==> src/rtl/ss_pkg.sv <==
// Shared definitions for the savestate DDR bridge: FSM state type, address
// widths and the default DDRAM window base.
package ss_pkg;
  localparam int SS_WORD_AW = 19;
  localparam int DDRAM_AW   = 29;

  localparam logic [DDRAM_AW-1:0]   SS_BASE_DEFAULT = 29'h07C00000;
  localparam logic [SS_WORD_AW-1:0] SS_ADDR_LAST    = '1;

  typedef enum logic [2:0] {
    IDLE,
    RD_ISSUE,
    RD_WAIT,
    WR_ISSUE,
    PF_ISSUE,
    PF_WAIT
  } ss_bridge_state_t;
endpackage

==> src/rtl/ss_prefetch_buf.sv <==
// One-entry read-ahead buffer for the savestate DDR bridge.
// Ports:
//   clk, reset_n            clock / async active-low reset
//   lookup_addr -> hit      combinational hit compare against the held word
//   pf_data                 held word
//   inval                   drop the entry (consumed read hit or write to it)
//   flush, in_flight        external flush; while a prefetch is in flight it
//                           also marks the returning word for discard
//   arm, arm_addr           a new prefetch is being issued for arm_addr
//   fill, fill_data         prefetch read data returned
module ss_prefetch_buf
  import ss_pkg::*;
(
  input  logic                  clk,
  input  logic                  reset_n,
  input  logic [SS_WORD_AW-1:0] lookup_addr,
  output logic                  hit,
  output logic [63:0]           pf_data,
  input  logic                  inval,
  input  logic                  flush,
  input  logic                  in_flight,
  input  logic                  arm,
  input  logic [SS_WORD_AW-1:0] arm_addr,
  input  logic                  fill,
  input  logic [63:0]           fill_data
);
  logic                  pf_valid_q,   pf_valid_d;
  logic                  pf_discard_q, pf_discard_d;
  logic [SS_WORD_AW-1:0] pf_addr_q,    pf_addr_d;
  logic [63:0]           pf_data_q,    pf_data_d;

  assign hit     = pf_valid_q && (pf_addr_q == lookup_addr);
  assign pf_data = pf_data_q;

  always_comb begin
    pf_valid_d   = pf_valid_q;
    pf_discard_d = pf_discard_q;
    pf_addr_d    = pf_addr_q;
    pf_data_d    = pf_data_q;
    // Arming replaces the entry, so the old word is no longer valid.
    if (arm) begin
      pf_addr_d    = arm_addr;
      pf_valid_d   = 1'b0;
      pf_discard_d = 1'b0;
    end
    if (fill) begin
      pf_data_d  = fill_data;
      pf_valid_d = ~pf_discard_q;
    end
    if (inval) pf_valid_d = 1'b0;
    // Flush wins over a same-cycle fill.
    if (flush) begin
      pf_valid_d = 1'b0;
      if (in_flight) pf_discard_d = 1'b1;
    end
  end

  always_ff @(posedge clk or negedge reset_n) begin
    if (!reset_n) begin
      pf_valid_q   <= 1'b0;
      pf_discard_q <= 1'b0;
      pf_addr_q    <= '0;
      pf_data_q    <= '0;
    end else begin
      pf_valid_q   <= pf_valid_d;
      pf_discard_q <= pf_discard_d;
      pf_addr_q    <= pf_addr_d;
      pf_data_q    <= pf_data_d;
    end
  end
endmodule

==> src/rtl/ss_ddr_bridge.sv <==
// Savestate toggle-handshake port to single-beat Avalon-MM DDRAM bridge with
// a one-entry sequential read-ahead buffer.
// Ports:
//   clk, reset_n                      clock / async active-low reset
//   ss_req/ss_ack                     toggle handshake (pending when unequal)
//   ss_addr/ss_we/ss_be/ss_wdata      request; ss_rdata holds last read data
//   pf_flush                          invalidate the read-ahead buffer
//   ddram_*                           Avalon-MM master, burstcount fixed at 1
module ss_ddr_bridge
  import ss_pkg::*;
#(
  parameter logic [DDRAM_AW-1:0] SS_BASE  = SS_BASE_DEFAULT,
  parameter bit                  PREFETCH = 1'b1
) (
  input  logic                  clk,
  input  logic                  reset_n,
  input  logic                  ss_req,
  output logic                  ss_ack,
  input  logic [SS_WORD_AW-1:0] ss_addr,
  input  logic                  ss_we,
  input  logic [7:0]            ss_be,
  input  logic [63:0]           ss_wdata,
  output logic [63:0]           ss_rdata,
  input  logic                  pf_flush,
  input  logic                  ddram_busy,
  output logic [DDRAM_AW-1:0]   ddram_addr,
  output logic [7:0]            ddram_burstcnt,
  output logic                  ddram_rd,
  output logic                  ddram_we,
  output logic [63:0]           ddram_din,
  output logic [7:0]            ddram_be,
  input  logic [63:0]           ddram_dout,
  input  logic                  ddram_dout_ready
);
  localparam logic [DDRAM_AW-SS_WORD_AW-1:0] BASE_HI = SS_BASE[DDRAM_AW-1:SS_WORD_AW];

  ss_bridge_state_t      state_q, state_d;
  logic                  req_q, ack_q, ack_d;
  logic [63:0]           rdata_q, rdata_d;
  logic                  rd_q, rd_d, we_q, we_d;
  logic [DDRAM_AW-1:0]   addr_q, addr_d;
  logic [63:0]           din_q, din_d;
  logic [7:0]            be_q, be_d;

  logic                  pending, buf_hit, pf_hit;
  logic [63:0]           buf_data;
  logic                  pf_inval, pf_arm, pf_fill, pf_in_flight;
  logic [SS_WORD_AW-1:0] pf_arm_addr, cur_addr;

  // The request toggle is registered before comparison with ack.
  assign pending      = req_q != ack_q;
  assign pf_hit       = PREFETCH && buf_hit;
  assign cur_addr     = addr_q[SS_WORD_AW-1:0];
  assign pf_in_flight = (state_q == PF_ISSUE) || (state_q == PF_WAIT);

  always_comb begin
    state_d     = state_q;
    ack_d       = ack_q;
    rdata_d     = rdata_q;
    rd_d        = rd_q;
    we_d        = we_q;
    addr_d      = addr_q;
    din_d       = din_q;
    be_d        = be_q;
    pf_inval    = 1'b0;
    pf_arm      = 1'b0;
    pf_arm_addr = '0;
    pf_fill     = 1'b0;
    unique case (state_q)
      IDLE: begin
        if (pending) begin
          if (ss_we) begin
            addr_d   = {BASE_HI, ss_addr};
            din_d    = ss_wdata;
            be_d     = ss_be;
            we_d     = 1'b1;
            pf_inval = pf_hit;
            state_d  = WR_ISSUE;
          end else if (pf_hit) begin
            rdata_d  = buf_data;
            ack_d    = ~ack_q;
            pf_inval = 1'b1;
            if (PREFETCH && ss_addr != SS_ADDR_LAST) begin
              pf_arm      = 1'b1;
              pf_arm_addr = ss_addr + 19'd1;
            end
          end else begin
            addr_d  = {BASE_HI, ss_addr};
            be_d    = 8'hFF;
            rd_d    = 1'b1;
            state_d = RD_ISSUE;
          end
        end
      end
      RD_ISSUE: if (!ddram_busy) begin rd_d = 1'b0; state_d = RD_WAIT; end
      PF_ISSUE: if (!ddram_busy) begin rd_d = 1'b0; state_d = PF_WAIT; end
      WR_ISSUE: begin
        if (!ddram_busy) begin
          we_d    = 1'b0;
          ack_d   = ~ack_q;
          state_d = IDLE;
        end
      end
      RD_WAIT: begin
        if (ddram_dout_ready) begin
          rdata_d = ddram_dout;
          ack_d   = ~ack_q;
          state_d = IDLE;
          // No wrap-around read-ahead past the top of the window.
          if (PREFETCH && cur_addr != SS_ADDR_LAST) begin
            pf_arm      = 1'b1;
            pf_arm_addr = cur_addr + 19'd1;
          end
        end
      end
      PF_WAIT: begin
        if (ddram_dout_ready) begin
          pf_fill = 1'b1;
          state_d = IDLE;
        end
      end
      default: state_d = IDLE;
    endcase
    // Prefetch issue shares the ack edge, so ddram_rd rises the cycle after.
    if (pf_arm) begin
      addr_d  = {BASE_HI, pf_arm_addr};
      be_d    = 8'hFF;
      rd_d    = 1'b1;
      state_d = PF_ISSUE;
    end
  end

  always_ff @(posedge clk or negedge reset_n) begin
    if (!reset_n) begin
      state_q <= IDLE;
      req_q   <= 1'b0;
      ack_q   <= 1'b0;
      rdata_q <= '0;
      rd_q    <= 1'b0;
      we_q    <= 1'b0;
      addr_q  <= '0;
      din_q   <= '0;
      be_q    <= 8'hFF;
    end else begin
      state_q <= state_d;
      req_q   <= ss_req;
      ack_q   <= ack_d;
      rdata_q <= rdata_d;
      rd_q    <= rd_d;
      we_q    <= we_d;
      addr_q  <= addr_d;
      din_q   <= din_d;
      be_q    <= be_d;
    end
  end

  ss_prefetch_buf u_pf (
    .clk         (clk),
    .reset_n     (reset_n),
    .lookup_addr (ss_addr),
    .hit         (buf_hit),
    .pf_data     (buf_data),
    .inval       (pf_inval),
    .flush       (pf_flush),
    .in_flight   (pf_in_flight),
    .arm         (pf_arm),
    .arm_addr    (pf_arm_addr),
    .fill        (pf_fill),
    .fill_data   (ddram_dout)
  );

  assign ss_ack         = ack_q;
  assign ss_rdata       = rdata_q;
  assign ddram_addr     = addr_q;
  assign ddram_burstcnt = 8'd1;
  assign ddram_rd       = rd_q;
  assign ddram_we       = we_q;
  assign ddram_din      = din_q;
  assign ddram_be       = be_q;
endmodule

==> config.mk <==
export PLATFORM = sky130hd
export DESIGN_NAME = ss_ddr_bridge
export DESIGN_NICKNAME = d
export VERILOG_FILES = /design/src/rtl/ss_pkg.sv /design/src/rtl/ss_prefetch_buf.sv /design/src/rtl/ss_ddr_bridge.sv
export SDC_FILE = /design/constraint.sdc
export NUM_CORES = 1
export LEC_CHECK = 0
export CAP_MARGIN = 20
export CORE_ASPECT_RATIO = 0.75
export CORE_UTILIZATION = 48
export DETAILED_ROUTE_END_ITERATION = 10
export GPL_ROUTABILITY_DRIVEN = 0
export HOLD_SLACK_MARGIN = 0.03
export PLACE_DENSITY = 0.83
export SLEW_MARGIN = 15
export SYNTH_ARGS = -nofsm -noshare
export SYNTH_HDL_FRONTEND = slang
export SYNTH_HIERARCHICAL = 1
export SYNTH_SLANG_ARGS = --single-unit
export TNS_END_PERCENT = 30
==> constraint.sdc <==
create_clock -name clk -period 3.4 [get_ports clk]
set_input_delay 0.68 -clock clk [delete_from_list [all_inputs] [get_ports clk]]
set_output_delay 0.68 -clock clk [all_outputs]
set_load 0.02 [all_outputs]
# Word-level counts from Yosys, hierarchy flattened
# Cells that the tools add are included.
# word_totals
ff_bits	257
in_bits	162
output_inout_bits	176
wordCells	127
# classes
n_addsub	2
eq_ne	25
n_mux	66
bitwise	2
reduce_logical	19
# ops
operator	n
2-to-1 mux 64 bit	4
2-to-1 mux 29 bit	5
case mux 64 bit (2 select lines)	1
2-to-1 mux 19 bit	6
2-to-1 mux 8 bit	5
adder 19 x 1 -> 19 bit, second input constant	2
inequality test 19 bit, second input constant	2
case mux 19 bit (2 select lines)	1
2-to-1 mux 1 bit	31
2-to-1 mux 3 bit	8
== test 19 bit	1
inequality test 3 bit, second input constant	6
case mux 3 bit (5 select lines)	1
inequality test 2 bit, second input constant	6
AND reduction 6 bit	2
AND reduction 5 bit	2
nonzero test 2 bit	4
== test 3 x 2 -> 1 bit, second input constant	2
== test 3 bit, second input constant	2
inequality test 3 x 2 -> 1 bit, second input constant	2
case mux 1 bit (2 select lines)	3
AND reduction 3 bit	2
nonzero test 3 bit	2
inequality test 4 bit, second input constant	1
11 further kinds	13

# Logic depth before layout (Yosys ltp)
# Gate-level depths: netlist (run 1).
# logic_depth
word_depth	10
mapped_depth	13
ltp_nobuf	12

# By module
# The synthesis (run 1) kept the hierarchy.
# modules_own_cells
mod	instances	cells_each	area_per_inst_um2	seq_area_each_um2
ss_ddr_bridge	1	707	7880.1	4088.9
ss_prefetch_buf	1	209	3365.7	2127.0

# Worst setup path after synthesis (run 1)
# No wires, ideal clock.
# synth_path
path_kind	in2reg
startpoint	input ss_addr[12]
endpoint	register u_pf.pf_addr_q[10]
setup_time_ns	0.125
t_arrival_ns	3.041
path_slack_ns	0.235
path_stages	12
n_path_buf	2
path_cell_list	xor2_1 nor4_1 nand3_1 nor3_2 nor2b_1 nand3_2 a31o_1 buf_6 and2_4 inv_2 buf_2 mux2_2
# synth_via
elab_chain_len	6
# synth_rtl
element	line	source
from (decl)	ss_ddr_bridge.sv:19	input logic [SS_WORD_AW-1:0] ss_addr,
== test 19 bit	ss_prefetch_buf.sv:32	assign hit = pf_valid_q && (pf_addr_q == lookup_addr);
logical AND 1 bit	ss_prefetch_buf.sv:32	
net buf_hit	ss_ddr_bridge.sv:45	logic pending, buf_hit, pf_hit;
2-to-1 mux 1 bit	ss_ddr_bridge.sv:79	end else if (pf_hit) begin
2-to-1 mux 1 bit	ss_ddr_bridge.sv:72	if (ss_we) begin
2-to-1 mux 1 bit	ss_ddr_bridge.sv:71	if (pending) begin
case mux 1 bit (2 select lines)	ss_ddr_bridge.sv:69	unique case (state_q)
net pf_arm	ss_ddr_bridge.sv:47	logic pf_inval, pf_arm, pf_fill, pf_in_flight;
to (signal assigned)	ss_prefetch_buf.sv:67	pf_addr_q <= pf_addr_d;
to (decl)	ss_prefetch_buf.sv:29	logic [SS_WORD_AW-1:0] pf_addr_q, pf_addr_d;
# The timed path passes the listed nets, and every way through them passes these cells.
# A chain may end at the register's enable or synchronous reset.

# Worst setup path in the final report (run 1)
# layout_path
startpoint	input ss_addr[16]
endpoint	register u_pf.pf_addr_q[10]
# Same word-level chain as after synthesis.

==> results of run 1 <==
-- cell usage in the layout (no fill, tap or decap), drive strengths merged, types with 2 or more instances in the layout --
| cell type | count |
|---|---|
| xor2 | 36 |
| nor2 | 15 |
| o21ai | 75 |
| clkdlybuf4s50 | 323 |
| o22ai | 18 |
| ha | 2 |
| dfrtp | 240 |
| nand2b | 2 |
| o22a | 8 |
| conb | 13 |
| bufinv | 5 |
| and3 | 7 |
| o21bai | 4 |
| nor3 | 8 |
| nand3b | 2 |
| buf | 46 |
| nand3 | 20 |
| dfstp | 8 |
| and4 | 2 |
| nor2b | 2 |
| clkinv | 5 |
| and2 | 3 |
| xnor2 | 21 |
| nor3b | 2 |
| mux2i | 69 |
| a21oi | 11 |
| o211ai | 3 |
| nand4 | 11 |
| nand2 | 91 |
| mux2 | 148 |
| a221o | 10 |
| nor4 | 6 |
| inv | 12 |
| clkbuf | 37 |
-- stage by stage --
stage                     hold WS, ns  utilization (%)
after CTS                      0.1149            69.33
after detailed placement       0.4688            65.05
after global routing           0.1306            69.34
after global placement         0.4598            65.05
after floorplan                0.3844                -
final                         0.09443            69.34
-- how the worst max path moves through the flow --
stage,from,to,slack (ns),depth (start not counted)
6_report,ss_addr[16],u_pf/pf_addr_q[10],0.34,12
2_1_floorplan,ss_addr[12],u_pf/pf_addr_q[10],0.23,12
3_3_place_gp,ss_addr[16],u_pf/pf_addr_q[12],-0.07,12
5_1_grt,ss_addr[16],u_pf/pf_addr_q[3],0.26,12
4_1_cts,ss_addr[16],u_pf/pf_addr_q[10],0.40,12
3_5_place_dp,ss_addr[16],u_pf/pf_addr_q[3],-0.16,12
-- power by group through the flow --
stage	clock (uW)	sequential, uW	combinational, uW
5_1_grt	3380	5400	6780
4_1_cts	3280	5220	6410
6_report	3210	5220	6350
3_3_place_gp	0	5180	6230
2_1_floorplan	0	6130	2610
3_5_place_dp	0	5250	6370
-- Yosys cell counts, types with 2 or more instances --
master and count:
a21oi_1 11, a221o_1 10, and2_1 2, and3_1 6, and4_1 2, buf_1 2
buf_2 28, buf_4 21, buf_6 3, clkbuf_1 14, conb_1 2, dfrtp_1 240
dfstp_2 8, ha_1 2, inv_1 9, mux2_2 148, mux2i_1 69, nand2_1 91
nand2b_1 2, nand3_1 19, nand3b_1 2, nand4_1 11, nor2_1 15, nor2b_1 2
nor3_1 5, nor3_2 2, nor4_1 4, nor4_2 2, o211ai_1 3, o21ai_0 68
o21ai_1 7, o21bai_1 4, o22a_1 8, o22ai_1 18, xnor2_1 21, xor2_1 35
-- registers in the layout, indices dropped and copies added, names as in the netlist, 3 cells and up --
signal / cells
state_q: 3
ddram_addr: 20
ddram_din: 64
u_pf/pf_data: 64
ddram_be: 8
ss_rdata: 64
u_pf/pf_addr_q: 19
-- per-layer routing --
layer  vias to the layer above  wire, um  GRT usage, %
met5                         -         0             0
met4                         0       662         5.697
met3                        52      2766         6.419
met2                       377     13900         39.49
met1                      4171     12550         32.78
li1                       3896         -             -
-- critical path: stages --
cell and delay [ns]:
clkdlybuf4s50_1 0.46, xor2_1 0.21, nor4_1 0.35, nand3_1 0.22, nor3_2 0.24, nor2b_1 0.23, nand3_2 0.10, a31o_1 0.22
and2_4 0.16, inv_2 0.08, buf_12 0.17, mux2_2 0.36
-- final cells by class --
cell class	instances	share of cell area, %
sequential	248	38.97
multi-input combinational	601	29.22
timing repair buffer	369	23.03
clock buffer	37	4.848
tap	300	2.353
clock inverter	12	1.326
inverter	10	0.2353
antenna	1	0.01569
-- kinds of logic after synthesis --
group,share of synthesized area [%]
adder cells (fa/ha/maj),0.2225
buffers and inverters,3.816
flip-flops,55.27
AO/OA/AOI/OAI,7.533
XOR/XNOR,4.506
multiplexers,20.96
other,0.06678
AND/OR/NAND/NOR,7.621
==> qor.yml, run 1 <==
timing:
  max_freq_mhz: 327.1
  maxSlewViolCount: 0
  finalSetupViolCount: 0
  relSlewSlack_pct: 44.50
  hold_viol_final: 0
  min_period_ns: 3.057
  layout_setup_ws_ns: 0.3428
  rsz0062_at_grt: "false"
  worstMarginPinSlew_ns: 0.8249
  fin_worst_skew_ns: 0.01399
  setup_tns_ns: 0
  fin_crit_sh_pct: 89.92
pwr:
  totalPowerFinal_uw: 14780
  pwr-share-seq_pct: 35.3
  ir_worst_vdd_v: 0.0006149
  p_leak_uw: 0.006754
  internal-power_uw: 9571
  p_sw_uw: 5208
  combPwrFrac_pct: 43.0
  switching_share_pct: 35.24
  p_clk_share_pct: 21.7
  power_density_nw_per_um2: 926.6
finish:
  final_cells: 1578
  n_fill_cell: 1610
  multi_input_area_um2: 4661
  area_delta_synth_final_pct: 41.83
  drive_gt1_share_pct: 20.52
  fin_area_um2: 15950
  fin_nets: 1421
  seqCellArea_um2: 6216
clock_network:
  post_cts_resized: 0
  clk_path_buf_depth: 3
  cts_sinks: 248
  cts_setup_buffers: 0
  worstSkewPairLatency_ns: 0.54
  htreeDepth: 1
  clk_pin_slew_ns: 0.06
  cts_buffers: 27
  cts-root-buf: "clkbuf_16"
  cts_tree: "yes"
  postCtsHoldBufs: 0
placement:
  placed_cell_area_um2: 14960
  pre_cts_ws_ns: -0.1640
  dp_hpwl_um: 21030
  port_buffers: 324
  dp.cells: 1528
synth:
  synth.largest_area_cell: "dfrtp_1"
  synth_ff_type: "dfrtp_1"
  syn_area_um2: 11250
  synth_edf_count: 0
  synthCells: 916
  async_reset_ff_share_pct: 100.0
  avgSynthCellArea_um2: 12.28
  synth_area_leaders: "dfrtp_1 (53%), mux2_2 (15%), mux2i_1 (6.1%)"
  ys_seq_area_share_pct: 55.27
  ys_ff_latch: 248
  netlist.area_leader.share_pct: 53.40
  ys_types: 56
  yosysWarningCount: 6
setup_path:
  timing.critical_path.arrival_ns: 3.48
  r2r-start: "u_pf/pf_addr_q[1]"
  crit_path_start_kind: "input pin"
  crit_fanout: 20
  cp-end-kind: "flop"
  required_ns: 3.82
  ff2ff_setup_slack_ns: 0.55
  critPathKind: "in2reg"
  reg2reg_depth: 11
  r2r_end: "u_pf/pf_addr_q[10]"
job:
  maxCapViolations: 0
status:
  outcome: "finished, final reports clean"
route:
  vias: 8496
  viasPerCell: 5.384
  wl_um: 29870
  drt-pass1-iter-count: 5
  drtIter0Drc: 542
  drc: 0
  wire_per_inst_um: 18.93
  postRouteAntennaNets: 0
floorplanning:
  rows: 48
  die-height_um: 134.6
  die_w_um: 178.7
  ios: 338
  initial_core_util_pct: 48.89
  fp.coreArea_um2: 23000
  die_area_um2: 24050
grt:
  track_usage_pct: 24.39
  gr-total-overflow: 0
  grt_pass1_vias: 8488
  grt_pass1_wl_um: 46020
  antenna_found_initial: 1
  grt_max_degree: 75
min_path:
  hp-class: "in2async"
Note: power is estimated with default switching activity, not from simulation.
==> run 2: changes to the inputs <==
==> constraint.sdc (replaced) <==
create_clock -name clk -period 3.4 [get_ports clk]
set_input_delay 0.51 -clock clk [delete_from_list [all_inputs] [get_ports clk]]
set_output_delay 0.51 -clock clk [all_outputs]
set_load 0.02 [all_outputs]
==> qor.yml, run 2 (same netlist as run 1, synthesis figures left out) <==
status:
  outcome: "finished, final reports clean"
pwr:
  switching_share_pct: 35.58  # +0.35 points
  internal-power_uw: 9224  # -3.6%
  ir_worst_vdd_v: 0.0005670  # -7.8%
  pwr-share-seq_pct: 36.4  # +1.1 points
  p_sw_uw: 5095  # -2.2%
  p_leak_uw: 0.006633  # -1.8%
  power_density_nw_per_um2: 911.1  # -1.7%
  p_clk_share_pct: 19.3  # -2.4 points
  combPwrFrac_pct: 44.3  # +1.3 points
route:
  vias: 8578  # +0.97%
  drc: 0  # unchanged
  postRouteAntennaNets: 0  # unchanged
  wl_um: 29610  # -0.89%
  viasPerCell: 5.478  # +1.7%
  wire_per_inst_um: 18.91  # -0.13%
  drtIter0Drc: 566  # +4.4%
  drt-pass1-iter-count: 5  # unchanged
timing:
  setup_tns_ns: 0  # unchanged
  hold_viol_final: 0  # unchanged
  finalSetupViolCount: 0  # unchanged
  min_period_ns: 2.923  # -0.1339 ns
  max_freq_mhz: 342.1  # +4.6%
  relSlewSlack_pct: 42.25  # -2.2 points
  rsz0062_at_grt: "false"
  maxSlewViolCount: 0  # unchanged
  fin_worst_skew_ns: 0.01538  # +0.001395 ns
  fin_crit_sh_pct: 85.98  # -3.9 points
  worstMarginPinSlew_ns: 0.8662  # +0.04133 ns
  hold_ws_ns: 0.05526  # -0.03917 ns
clock_network:
  cts_tree: "yes"
  cts_sinks: 248  # unchanged
  cts_setup_buffers: 0  # unchanged
  htreeDepth: 1  # unchanged
  postCtsHoldBufs: 0  # unchanged
  cts_buffers: 25  # -7.4%
  cts-root-buf: "clkbuf_16"
  post_cts_resized: 0  # unchanged
  worstSkewPairLatency_ns: 0.52  # -0.02 ns
  clk_path_buf_depth: 3  # unchanged
  clk_pin_slew_ns: 0.06  # about the same
floorplanning:
  rows: 48  # unchanged
  fp.coreArea_um2: 23000  # unchanged
  die-height_um: 134.6  # unchanged
  ios: 338  # unchanged
  initial_core_util_pct: 48.89  # unchanged
  die_area_um2: 24050  # unchanged
  die_w_um: 178.7  # unchanged
finish:
  area_delta_synth_final_pct: 39.75
  drive_gt1_share_pct: 19.60  # -0.91 points
  layout_commonest_cell: "clkdlybuf4s50_1"
  fin_nets: 1414  # -0.49%
  final_cell_mix: "clkdlybuf4s50_1 (323), dfrtp_1 (240), mux2_2 (148), nand2_1 (90), mux2i_1 (69)"
grt:
  gr-total-overflow: 0  # unchanged
  antenna_found_initial: 1  # unchanged
  grt_pass1_vias: 8847  # +4.2%
  grt_pass1_wl_um: 46480  # +0.99%
  track_usage_pct: 24.48  # +0.089 points
  grt_max_degree: 111  # +48%
setup_path:
  cp-end-kind: "flop"
  crit_fanout: 15  # -25%
  required_ns: 3.80  # -0.02 ns
  critPathKind: "in2reg"
  timing.critical_path.arrival_ns: 3.32  # -0.16 ns
  crit_path_start_kind: "input pin"
min_path:
  hp-class: "in2async"
job:
  maxCapViolations: 0  # unchanged
placement:
  dp_hpwl_um: 21230  # +0.95%
  port_buffers: 324  # unchanged
## run 2: changes by cell type in the layout (fill, tap and decap cells not counted)
cell       previous run  this run
bufinv_16             5         3
clkinv_2              3         4
clkbuf_16            27        25
inv_6                 1         0
buf_12                7         5
clkbuf_8              6         4
clkinv_4              2         0
inv_16                1         0
clkbuf_1              4         6
buf_4                38        35
## run 2: routing by layer
metal  vias to the layer above  wire, um  global-route usage [%]
met5                         -         0                       0
met4                         0       757                   6.497
met3                        61      2779                   7.658
met2                       359     13850                   39.51
met1                      4268     12220                   31.91
li1                       3890         -                       -
## run 2: critical path, cell delays in order
cell	delay, ns
clkdlybuf4s50_1	0.46
xor2_1	0.22
nor4_1	0.33
nand3_1	0.20
nor3_2	0.24
nor2b_1	0.24
nand3_2	0.11
a31o_1	0.22
and2_4	0.18
inv_2	0.10
buf_12	0.16
mux2_2	0.35
## run 2: per-stage QoR
step	utilization [%]	power, uW	instances	setup WS [ns]	cell area [um^2]
2_1_floorplan	-	8737	927	0.4048	11290
3_3_place_gp	64.78	11370	1523	0.07439	14900
3_5_place_dp	64.78	11610	1523	0.0001019	14900
4_1_cts	68.31	14460	1565	0.5346	15710
5_1_grt	68.33	15120	1566	0.4255	15720
6_report	68.33	14320	1566	0.4767	15720
## run 2: path summary, 6_finish.rpt
check / start / to / slack, ns / cells past startpoint
worst max-delay path: ss_addr[16] / u_pf/pf_addr_q[8] / 0.48 / 12
worst min-delay path: reset_n / ss_rdata[47] / 0.06 / 1
worst max register to register: u_pf/pf_addr_q[16] / u_pf/pf_addr_q[8] / 0.52 / 11
worst min register to register: ss_rdata[36] / ss_rdata[36] / 0.48 / 2
max in group asynchronous: reset_n / ddram_be[1] / 2.46 / 2
min in group clk: ss_req / req_q / 0.44 / 1
## run 2: area by class of cell
cell class | instances | area [um^2]
repair buffers | 364 | 3611
fillers | 1695 | 7286
flip-flops and latches | 248 | 6216
clock buffers | 35 | 703.2
well taps | 300 | 375.4
multi-input cells | 601 | 4661
diodes | 1 | 2.502
inverters | 10 | 37.54
clock inverters | 7 | 110.1
## run 2: power groups by stage
stage / clock network [uW] / registers, uW / logic, uW
floorplan: 0 / 6130 / 2610
global placement: 0 / 5170 / 6200
detailed placement: 0 / 5250 / 6370
CTS: 2840 / 5220 / 6410
global route: 2930 / 5390 / 6800
finish: 2760 / 5210 / 6340
